$ cat src/rtl/ir_rx_pkg.sv
// Shared types and timing windows for the IR frame receiver.
// Window bounds are in duration ticks and are inclusive.
package ir_rx_pkg;

    localparam int DUR_W       = 12;
    localparam int WORD_A_BITS = 35;
    localparam int WORD_B_BITS = 32;

    typedef logic [DUR_W-1:0] dur_t;

    localparam dur_t DUR_MAX        = '1;
    localparam dur_t LEAD_MARK_MIN  = 12'd800;
    localparam dur_t LEAD_MARK_MAX  = 12'd1000;
    localparam dur_t LEAD_SPACE_MIN = 12'd400;
    localparam dur_t LEAD_SPACE_MAX = 12'd500;
    localparam dur_t BIT_MARK_MIN   = 12'd40;
    localparam dur_t BIT_MARK_MAX   = 12'd80;
    localparam dur_t ZERO_SPACE_MIN = 12'd40;
    localparam dur_t ZERO_SPACE_MAX = 12'd80;
    localparam dur_t ONE_SPACE_MIN  = 12'd140;
    localparam dur_t ONE_SPACE_MAX  = 12'd200;
    localparam dur_t CONN_SPACE_MIN = 12'd1800;
    localparam dur_t CONN_SPACE_MAX = 12'd2200;
    localparam dur_t TIMEOUT        = 12'd2500;

    typedef enum logic [3:0] {
        IDLE,
        LEAD_M,
        LEAD_S,
        A_MARK,
        A_SPACE,
        CONN_M,
        CONN_S,
        B_MARK,
        B_SPACE,
        STOP_M
    } rx_state_t;

    function automatic logic in_win(dur_t t, dur_t lo, dur_t hi);
        return (t >= lo) && (t <= hi);
    endfunction

endpackage

$ cat src/rtl/ir_seg_timer.sv
// IR input conditioning: synchronizer, mark normalization, edge detect,
// and a tick-based segment duration counter that restarts on every edge.
module ir_seg_timer
    import ir_rx_pkg::*;
#(
    parameter int CLK_FREQ_HZ   = 50000000,
    parameter int TICK_US       = 10,
    parameter int IR_ACTIVE_LOW = 1
) (
    input  logic clk,
    input  logic rst,
    input  logic ir_in,
    output logic mark_start,
    output logic mark_end,
    output logic space_end,
    output dur_t seg_ticks
);

    localparam int DIV_RAW = (CLK_FREQ_HZ / 1000) * TICK_US / 1000;
    localparam int DIV     = (DIV_RAW < 1) ? 1 : DIV_RAW;
    localparam int DIV_W   = (DIV > 1) ? $clog2(DIV) : 1;

    localparam logic [DIV_W-1:0] DIV_LAST  = DIV_W'(DIV - 1);
    // The edge cycle itself counts as the first elapsed clock of a segment.
    localparam logic [DIV_W-1:0] DIV_START = DIV_W'((DIV > 1) ? 1 : 0);
    localparam dur_t             DUR_START = dur_t'((DIV > 1) ? 0 : 1);
    localparam logic             IDLE_LVL  = (IR_ACTIVE_LOW != 0);

    logic [1:0]       sync;
    logic             mark;
    logic             mark_q;
    logic             seg_edge;
    logic             tick;
    logic [DIV_W-1:0] div_cnt;

    assign mark       = sync[1] ^ IDLE_LVL;
    assign mark_start = mark & ~mark_q;
    assign mark_end   = ~mark & mark_q;
    assign space_end  = mark_start;
    assign seg_edge   = mark ^ mark_q;
    assign tick       = (div_cnt == DIV_LAST);

    always_ff @(posedge clk) begin
        if (rst) begin
            sync   <= {2{IDLE_LVL}};
            mark_q <= 1'b0;
        end else begin
            sync   <= {sync[0], ir_in};
            mark_q <= mark;
        end
    end

    always_ff @(posedge clk) begin
        if (rst) begin
            div_cnt   <= '0;
            seg_ticks <= '0;
        end else if (seg_edge) begin
            div_cnt   <= DIV_START;
            seg_ticks <= DUR_START;
        end else begin
            div_cnt <= tick ? '0 : div_cnt + 1'b1;
            if (tick && (seg_ticks != DUR_MAX))
                seg_ticks <= seg_ticks + 1'b1;
        end
    end

endmodule

$ cat src/rtl/ir_frame_receiver.sv
// IR air-conditioner frame decoder: leader, 35-bit word A, connector,
// 32-bit word B, stop mark. Latches good frames, flags bad ones.
module ir_frame_receiver
    import ir_rx_pkg::*;
#(
    parameter int CLK_FREQ_HZ   = 50000000,
    parameter int TICK_US       = 10,
    parameter int IR_ACTIVE_LOW = 1
) (
    input  logic                   clk,
    input  logic                   rst,
    input  logic                   ir_in,
    output logic [WORD_A_BITS-1:0] data35_out,
    output logic [WORD_B_BITS-1:0] data32_out,
    output logic                   frame_valid,
    output logic                   frame_err,
    output logic                   busy,
    output logic                   led_out
);

    logic mark_start;
    logic mark_end;
    logic space_end;
    dur_t seg_ticks;

    rx_state_t              st;
    logic [5:0]             bit_cnt;
    logic [WORD_A_BITS-1:0] sh_a;
    logic [WORD_B_BITS-1:0] sh_b;

    logic lead_m_ok;
    logic lead_s_ok;
    logic mark_ok;
    logic zero_ok;
    logic one_ok;
    logic conn_ok;
    logic bad;
    logic timeout;

    ir_seg_timer #(
        .CLK_FREQ_HZ  (CLK_FREQ_HZ),
        .TICK_US      (TICK_US),
        .IR_ACTIVE_LOW(IR_ACTIVE_LOW)
    ) u_timer (
        .clk       (clk),
        .rst       (rst),
        .ir_in     (ir_in),
        .mark_start(mark_start),
        .mark_end  (mark_end),
        .space_end (space_end),
        .seg_ticks (seg_ticks)
    );

    assign lead_m_ok = in_win(seg_ticks, LEAD_MARK_MIN, LEAD_MARK_MAX);
    assign lead_s_ok = in_win(seg_ticks, LEAD_SPACE_MIN, LEAD_SPACE_MAX);
    assign mark_ok   = in_win(seg_ticks, BIT_MARK_MIN, BIT_MARK_MAX);
    assign zero_ok   = in_win(seg_ticks, ZERO_SPACE_MIN, ZERO_SPACE_MAX);
    assign one_ok    = in_win(seg_ticks, ONE_SPACE_MIN, ONE_SPACE_MAX);
    assign conn_ok   = in_win(seg_ticks, CONN_SPACE_MIN, CONN_SPACE_MAX);
    assign timeout   = (st != IDLE) && (seg_ticks == TIMEOUT);
    assign busy      = (st != IDLE);

    // A segment is judged only on the edge that ends it.
    always_comb begin
        bad = 1'b0;
        unique case (st)
            LEAD_M:  bad = mark_end && !lead_m_ok;
            LEAD_S:  bad = space_end && !lead_s_ok;
            A_MARK,
            CONN_M,
            B_MARK,
            STOP_M:  bad = mark_end && !mark_ok;
            A_SPACE,
            B_SPACE: bad = space_end && !(zero_ok || one_ok);
            CONN_S:  bad = space_end && !conn_ok;
            default: bad = 1'b0;
        endcase
    end

    always_ff @(posedge clk) begin
        if (rst) begin
            st          <= IDLE;
            bit_cnt     <= '0;
            sh_a        <= '0;
            sh_b        <= '0;
            data35_out  <= '0;
            data32_out  <= '0;
            frame_valid <= 1'b0;
            frame_err   <= 1'b0;
            led_out     <= 1'b0;
        end else begin
            frame_valid <= 1'b0;
            frame_err   <= 1'b0;
            if (bad || timeout) begin
                frame_err <= 1'b1;
                st        <= IDLE;
                bit_cnt   <= '0;
                sh_a      <= '0;
                sh_b      <= '0;
            end else begin
                unique case (st)
                    IDLE:   if (mark_start) st <= LEAD_M;
                    LEAD_M: if (mark_end)   st <= LEAD_S;
                    LEAD_S: if (space_end)  st <= A_MARK;
                    A_MARK: if (mark_end)   st <= A_SPACE;
                    A_SPACE: if (space_end) begin
                        sh_a[bit_cnt] <= one_ok;
                        bit_cnt       <= bit_cnt + 1'b1;
                        if (bit_cnt == 6'(WORD_A_BITS - 1))
                            st <= CONN_M;
                        else
                            st <= A_MARK;
                    end
                    CONN_M: if (mark_end) st <= CONN_S;
                    CONN_S: if (space_end) begin
                        st      <= B_MARK;
                        bit_cnt <= '0;
                    end
                    B_MARK: if (mark_end) st <= B_SPACE;
                    B_SPACE: if (space_end) begin
                        sh_b[bit_cnt[4:0]] <= one_ok;
                        bit_cnt            <= bit_cnt + 1'b1;
                        if (bit_cnt == 6'(WORD_B_BITS - 1))
                            st <= STOP_M;
                        else
                            st <= B_MARK;
                    end
                    STOP_M: if (mark_end) begin
                        data35_out  <= sh_a;
                        data32_out  <= sh_b;
                        frame_valid <= 1'b1;
                        led_out     <= ~led_out;
                        st          <= IDLE;
                        bit_cnt     <= '0;
                        sh_a        <= '0;
                        sh_b        <= '0;
                    end
                    default: st <= IDLE;
                endcase
            end
        end
    end

endmodule

$ cat config.mk
export PLATFORM = sky130hd
export DESIGN_NAME = ir_frame_receiver
export DESIGN_NICKNAME = d
export VERILOG_FILES = /design/src/rtl/ir_rx_pkg.sv /design/src/rtl/ir_seg_timer.sv /design/src/rtl/ir_frame_receiver.sv
export SDC_FILE = /design/constraint.sdc
export NUM_CORES = 1
export LEC_CHECK = 0
export CORE_MARGIN = 2
export CORE_UTILIZATION = 62
export CTS_CLUSTER_SIZE = 28
export DETAILED_ROUTE_END_ITERATION = 8
export PLACE_DENSITY_LB_ADDON = 0.2
export SLEW_MARGIN = 10
export SYNTH_ARGS = -nofsm -noshare
export SYNTH_HDL_FRONTEND = slang
export SYNTH_HIERARCHICAL = 1
export SYNTH_SLANG_ARGS = --single-unit
$ cat constraint.sdc
create_clock -name clk -period 3.7 [get_ports clk]
set_input_delay 0.74 -clock clk [delete_from_list [all_inputs] [get_ports clk]]
set_output_delay 0.74 -clock clk [all_outputs]
set_load 0.005 [all_outputs]
## Word-level counts from Yosys, hierarchy flattened

Index checks and enable logic that the tools add are counted.

- Flip-flop bits (word level): 171
- Bits of input ports: 3
- Logic and storage cells: 135

- Reduce and logical (&&, ||, !) cells: 37
- Order comparisons: 14
- Multiplexer cells: 34
- Add/sub/neg operators: 3
- Equal/unequal tests: 25
- Bitwise operators: 8

Operator list:

| cell | number |
|---|---|
| $mux W35 | 2 |
| $pmux W35 S2 | 1 |
| $mux W32 | 2 |
| $pmux W32 S2 | 1 |
| $mux W4 | 11 |
| $pmux W4 S10 | 1 |
| $bwmux W35 | 1 |
| $bwmux W32 | 1 |
| $ne A2 B2 Y1 const B | 10 |
| $mux W6 | 3 |
| $pmux W6 S3 | 1 |
| $eq A4 B3 Y1 const B | 4 |
| $logic_and A1 B1 Y1 | 14 |
| $add A12 B1 Y12 const B | 1 |
| $eq A12 B12 Y1 const B | 1 |
| $ge A12 B10 Y1 const B | 1 |
| $ge A12 B11 Y1 const B | 1 |
| $ge A12 B6 Y1 const B | 1 |
| $ge A12 B8 Y1 const B | 1 |
| $ge A12 B9 Y1 const B | 1 |
| $le A12 B10 Y1 const B | 1 |
| $le A12 B12 Y1 const B | 1 |
| $le A12 B7 Y1 const B | 1 |
| $le A12 B8 Y1 const B | 1 |
| other kinds (35) | 58 |

## Logic depth before layout (Yosys ltp)

- Depth in word-level cells: 9
- Mapped depth: 10
- Mapped depth without buffers: 8

## Modules after synthesis

The synthesis kept the hierarchy.

By module, submodules not included:

| module | instances | cells an instance | sequential area each (µm²) | area each (µm²) |
|---|---|---|---|---|
| ir_frame_receiver | 1 | 856 | 2942.8 | 7099.3 |
| ir_seg_timer | 1 | 123 | 480.5 | 1109.8 |

## Worst setup path after synthesis

OpenSTA, ideal clock, no wires.

- Path type: reg-to-reg
- From: register u_timer.sync[1]
- To: register sh_a[11]
- Buffers on the path: 1
- Cell stages (with the launch flop): 9
- Clock period less this slack: 2.027 ns
- Path slack: 1.673 ns
- Arrival: 1.900 ns
- Cell sequence: dfxtp_1 > ha_1 > nand2_1 > or2_2 > a2111oi_0 > a31oi_2 > nand4b_2 > clkbuf_1 > nor2_1

RTL lines:

| what | line | text |
|---|---|---|
| from (decl) | ir_seg_timer.sv:29 | `logic [1:0] sync;` |
| from (signal assigned) | ir_seg_timer.sv:45 | `sync <= {2{IDLE_LVL}};` |
| from (signal assigned) | ir_seg_timer.sv:48 | `sync <= {sync[0], ir_in};` |
| $and A1 B1 Y1 * | ir_seg_timer.sv:38 | `assign mark_end = ~mark & mark_q;` |
| named net mark_end | ir_frame_receiver.sv:22 | `logic mark_end;` |
| $logic_and A1 B1 Y1, on equally long branches | ir_frame_receiver.sv:72, ir_frame_receiver.sv:67 |  |
| $pmux W1 S5 | ir_frame_receiver.sv:66 | `unique case (st)` |
| $logic_or A1 B1 Y1 | ir_frame_receiver.sv:94 | `if (bad \|\| timeout) begin` |
| $reduce_or A2 Y1 (no line) | -- |  |
| to (signal, indexed assignment) | ir_frame_receiver.sv:107 | `sh_a[bit_cnt] <= one_ok;` |
| to (decl) | ir_frame_receiver.sv:28 | `logic [WORD_A_BITS-1:0] sh_a;` |

Mark *: on every way through the listed nets, which the timed path passes. The rest lies on a longest branch.
A chain may end at the register's enable or synchronous reset.

## Worst setup path in the final report

- From: register st[1]
- To: register sh_b[15]

- Cells in the longest elaborated chain, start to end: 5

Ends and longest elaborated chain:

| what | line | text |
|---|---|---|
| from (decl) | ir_frame_receiver.sv:26 | `rx_state_t st;` |
| from (signal assigned) | ir_frame_receiver.sv:82 | `st <= IDLE;` |
| from (signal assigned) | ir_frame_receiver.sv:96 | `st <= IDLE;` |
| from (signal assigned) | ir_frame_receiver.sv:102 | `IDLE: if (mark_start) st <= LEAD_M;` |
| $eq A4 B4 Y1 (tied with other cells) | ir_frame_receiver.sv:66, ir_frame_receiver.sv:101 |  |
| $reduce_or A4 Y1 / $reduce_or A2 Y1 (equally long branches) | -- |  |
| $pmux W1 S5 | ir_frame_receiver.sv:66 |  |
| $logic_or A1 B1 Y1 | ir_frame_receiver.sv:94 |  |
| $reduce_or A2 Y1 (no line) | -- |  |
| to (signal, indexed assignment) | ir_frame_receiver.sv:121 | `sh_b[bit_cnt[4:0]] <= one_ok;` |
| to (decl) | ir_frame_receiver.sv:29 | `logic [WORD_B_BITS-1:0] sh_b;` |

Several ways; a longest one is shown, not always the timed one.

==> metrics.md <==
| Metric | Value |
|---|---|
| Status | `complete, no violations` |
| CTS tree | `yes` |
| Syn Inst Count | `979` |
| Sequential standard cell area | `3420 sq um` |
| Syn Std Cell Area | `8210 sq um` |
| Path type of the worst setup path | `flip-flop to flip-flop` |
| Final Worst Setup Slack | `0.701 ns` |
| Synth warnings | `6` |
| Worst slew margin | `0.274` |
| Setup WS pre-CTS | `0.835 ns` |
| Post-synthesis cell type count | `69` |
| GRT overflow | `0` |
| Flop pwr share | `0.495` |
| Vias/cell | `6.12` |
| First-pass GRT wire length | `31.0 mm` |
| Cts bufs inserted | `17` |
| Die height | `119 microns` |
| Worst Hold Class | `flip-flop to flip-flop` |
| Cts hold-fix bufs | `0` |
| FF-to-FF Start | `st[1]` |
| Avg WL per Cell | `15.8 microns` |
| Number of diodes | `0` |
| Worst setup SP type | `flip-flop` |
| Area of the multi-input gates | `4400 sq um` |
| Die X | `119 microns` |
| EDFF count, synth | `0` |
| Critical path cell sequence | `nor2_1, a21oi_1, and4_1, a21oi_4, buf_4, nand3_4, nor4_1` |
| Fill count | `1007` |
| Hold Path Cell Cnt | `1` |
| Asr flop ratio synth | `0` |
| Via count | `7255` |
| Peak VDD IR | `242 uV` |
| Setup violations, final | `0` |
| Critical path's top delay family | `simple AND/OR/NAND/NOR gates` |
| Share of cells above drive strength 1 | `0.0743` |
| Flops & latches, synth | `171` |
| Post-synthesis sequential area ratio | `0.417` |
| TNS Setup | `0 ns` |
| Static leakage | `3.15 nW` |
| Reg-to-reg endpoint | `sh_b[15]` |
| Critical path buffers and inverters | `1` |
| Nets | `1008` |
| Core Box Area | `13100 sq um` |
| Ranking of synthesized cells by area | `dfxtp_1 42%, nand4b_1 7.3%, o21ai_0 6.8%` |
| Critical hold path startpoint | `u_timer/sync[0]` |
| Clk sinks | `171` |
| Unrepaired setup endpoints after global routing | `no` |
| Starting Density | `0.627` |
| Max Clock Skew | `0.00625 ns` |
| Clock transition at path regs | `0.06 ns` |
| Die area | `14200 sq um` |
| P_sw | `0.814 mW` |
| Final slew viol count | `0` |
| Port buffer count | `73` |
| Finished Cell Area | `9480 sq um` |
| Area of placed instances | `8890 sq um` |
| Number of DRC markers in iteration 0 | `785` |
| Fmax | `333 MHz` |
| Worst-Skew Late Latency | `0.43 ns` |
| # IOs | `74` |
| Reg2reg path depth | `7` |
| Most used DFF post-synth | `dfxtp_1` |
| WP data arrival | `3.32 ns` |
| Max stage delay cell, worst path | `buf_4` |
| Initial antenna violation count | `0` |
| CTS H-tree depth | `4` |
| Setup crit end kind | `flip-flop` |
| Power Dens Cells | `396 nW/um^2` |
| DP HPWL | `11.4 mm` |
| Max cap viols | `0` |
| Cell internal pwr | `2.94 mW` |
| Critical Path RT | `4.02 ns` |
| Routed WL | `18.8 mm` |
| R2R setup slack | `0.70 ns` |
| Critical Path Max Stage Delay | `0.62 ns` |
| Gr usage total | `0.263` |
| Area growth syn-to-layout | `15.5%` |
| Post-route ant nets | `0` |
| Worst-margin pin slew | `1.08 ns` |
| Final Cycle Share | `0.811` |
| Final Hold Violating Endpoints | `0` |
| GPL Wtd Cong | `0.917` |
| Sw frac | `0.217` |
| CTS root buffer | `clkbuf_16` |
| Pre-antenna DRT Iters | `5` |
| Yosys top cell area share | `0.417` |
| Largest net degree at the start of global routing | `100` |
| Vias in the first global route | `6407` |
| Net Count, Synth | `990` |
| Post-cts repair resize count | `0` |
| Cell taking the most area after synthesis | `dfxtp_1` |
| DRC errors left | `0` |
| Largest fanout on the critical path | `70` |
| Setup Fix Bufs, Post-CTS | `0` |
| Hold Crit Endpoint | `u_timer/sync[1]` |
| Row Count | `42` |
| Gate power share | `0.031` |
| Final worst path period need | `3.00 ns` |
| Max Root-Sink Buffers | `2` |
| Clk pwr share | `0.474` |
| Avg Inst Size Synth | `8.39 sq um` |
how the worst max path moves through the flow:
stage	start	slack, ns	endpoint	cells past startpoint
floorplan	u_timer/sync[1]	1.67	sh_a[11]	8
global placement	st[1]	0.99	sh_b[22]	7
detailed placement	st[1]	0.84	sh_b[21]	7
CTS	st[1]	0.76	sh_b[19]	7
global route	st[1]	0.52	sh_b[19]	7
finish	st[1]	0.70	sh_b[15]	7
synth_stat cells, types with 10 or more instances:
cell,number
a22oi_1,18
dfxtp_1,171
nor4_1,10
buf_2,11
mux2i_1,20
a21oi_1,59
nand2b_1,76
clkbuf_1,58
nand4b_1,68
nor4_2,11
nor3_1,13
a31oi_1,19
o21ai_0,112
inv_1,11
o31ai_1,11
nand3_1,37
nor2_1,92
nand2_1,59
metal layers:
layer  GRT usage  share of wire
met1       0.364           0.46
met2       0.407           0.46
met3      0.0493          0.059
met4       0.103          0.020
met5           0              0
sequential cells by signal, summed over array words and instances, names as in the netlist:
signal / cells
data35_out: 35
u_timer/mark_q: 1
data32_out: 32
frame_valid: 1
sh_a: 35
u_timer/sync: 2
frame_err: 1
led_out: 1
bit_cnt: 6
u_timer/div_cnt: 9
st: 4
u_timer/seg_ticks: 12
sh_b: 32
final cells by class:
cell class | instances | area share
Multi-Input combinational cell | 714 | 0.465
Clock inverter | 10 | 0.0121
Tap cell | 176 | 0.0232
Timing Repair Buffer | 81 | 0.0845
Clock buffer | 21 | 0.0496
Inverter | 12 | 0.00475
Sequential cell | 171 | 0.361
cell families (layout without fill, tap and decap cells):
kind of cell               Yosys count  in the layout  share of synthesized area
buffers and inverters               94            124                     0.0485
and+or+nand+nor                    433            433                      0.316
xor gates and xnor gates             8              8                    0.00854
muxes                               20             20                     0.0244
adders and majority gates            8              8                     0.0122
AOI/OAI and AO/OA                  245            245                      0.174
DFF                                171            171                      0.417
placed cells by master (no fill, tap or decap), types with 6 or more instances in the layout:
master and n:
dfxtp_1 171, o21ai_0 112, nor2_1 92, nand2b_1 76, clkdlybuf4s50_1 72, nand4b_1 68, nand2_1 59, a21oi_1 59
nand3_1 37, mux2i_1 20, a31oi_1 19, a22oi_1 18, clkbuf_16 17, nor3_1 12, inv_1 11, nor4_2 11
o31ai_1 11, nor4_1 10, or3_1 8, ha_1 8, buf_4 8, and2_1 7, nand4_1 7, or2_2 6
and3_1 6
power groups by stage:
stage          logic [mW]  registers, mW  clock network [mW]
5_1_grt             0.126           1.86                1.87
6_report            0.117           1.86                1.78
2_1_floorplan      0.0963           1.89                   0
4_1_cts             0.116           1.86                1.80
3_3_place_gp        0.113           1.90                   0
3_5_place_dp        0.115           1.90                   0
through the flow:
stage | power (mW) | hold slack [ns] | util | cells
final | 3.76 | 0.424 | 0.724 | 1185
after global routing | 3.86 | 0.453 | 0.724 | 1185
after CTS | 3.77 | 0.423 | 0.724 | 1185
after detailed placement | 2.02 | 0.398 | 0.679 | 1154
after global placement | 2.01 | 0.396 | 0.679 | 1154
after floorplan | 1.99 | 0.389 | - | 979
(Power assumes the default switching activity.)
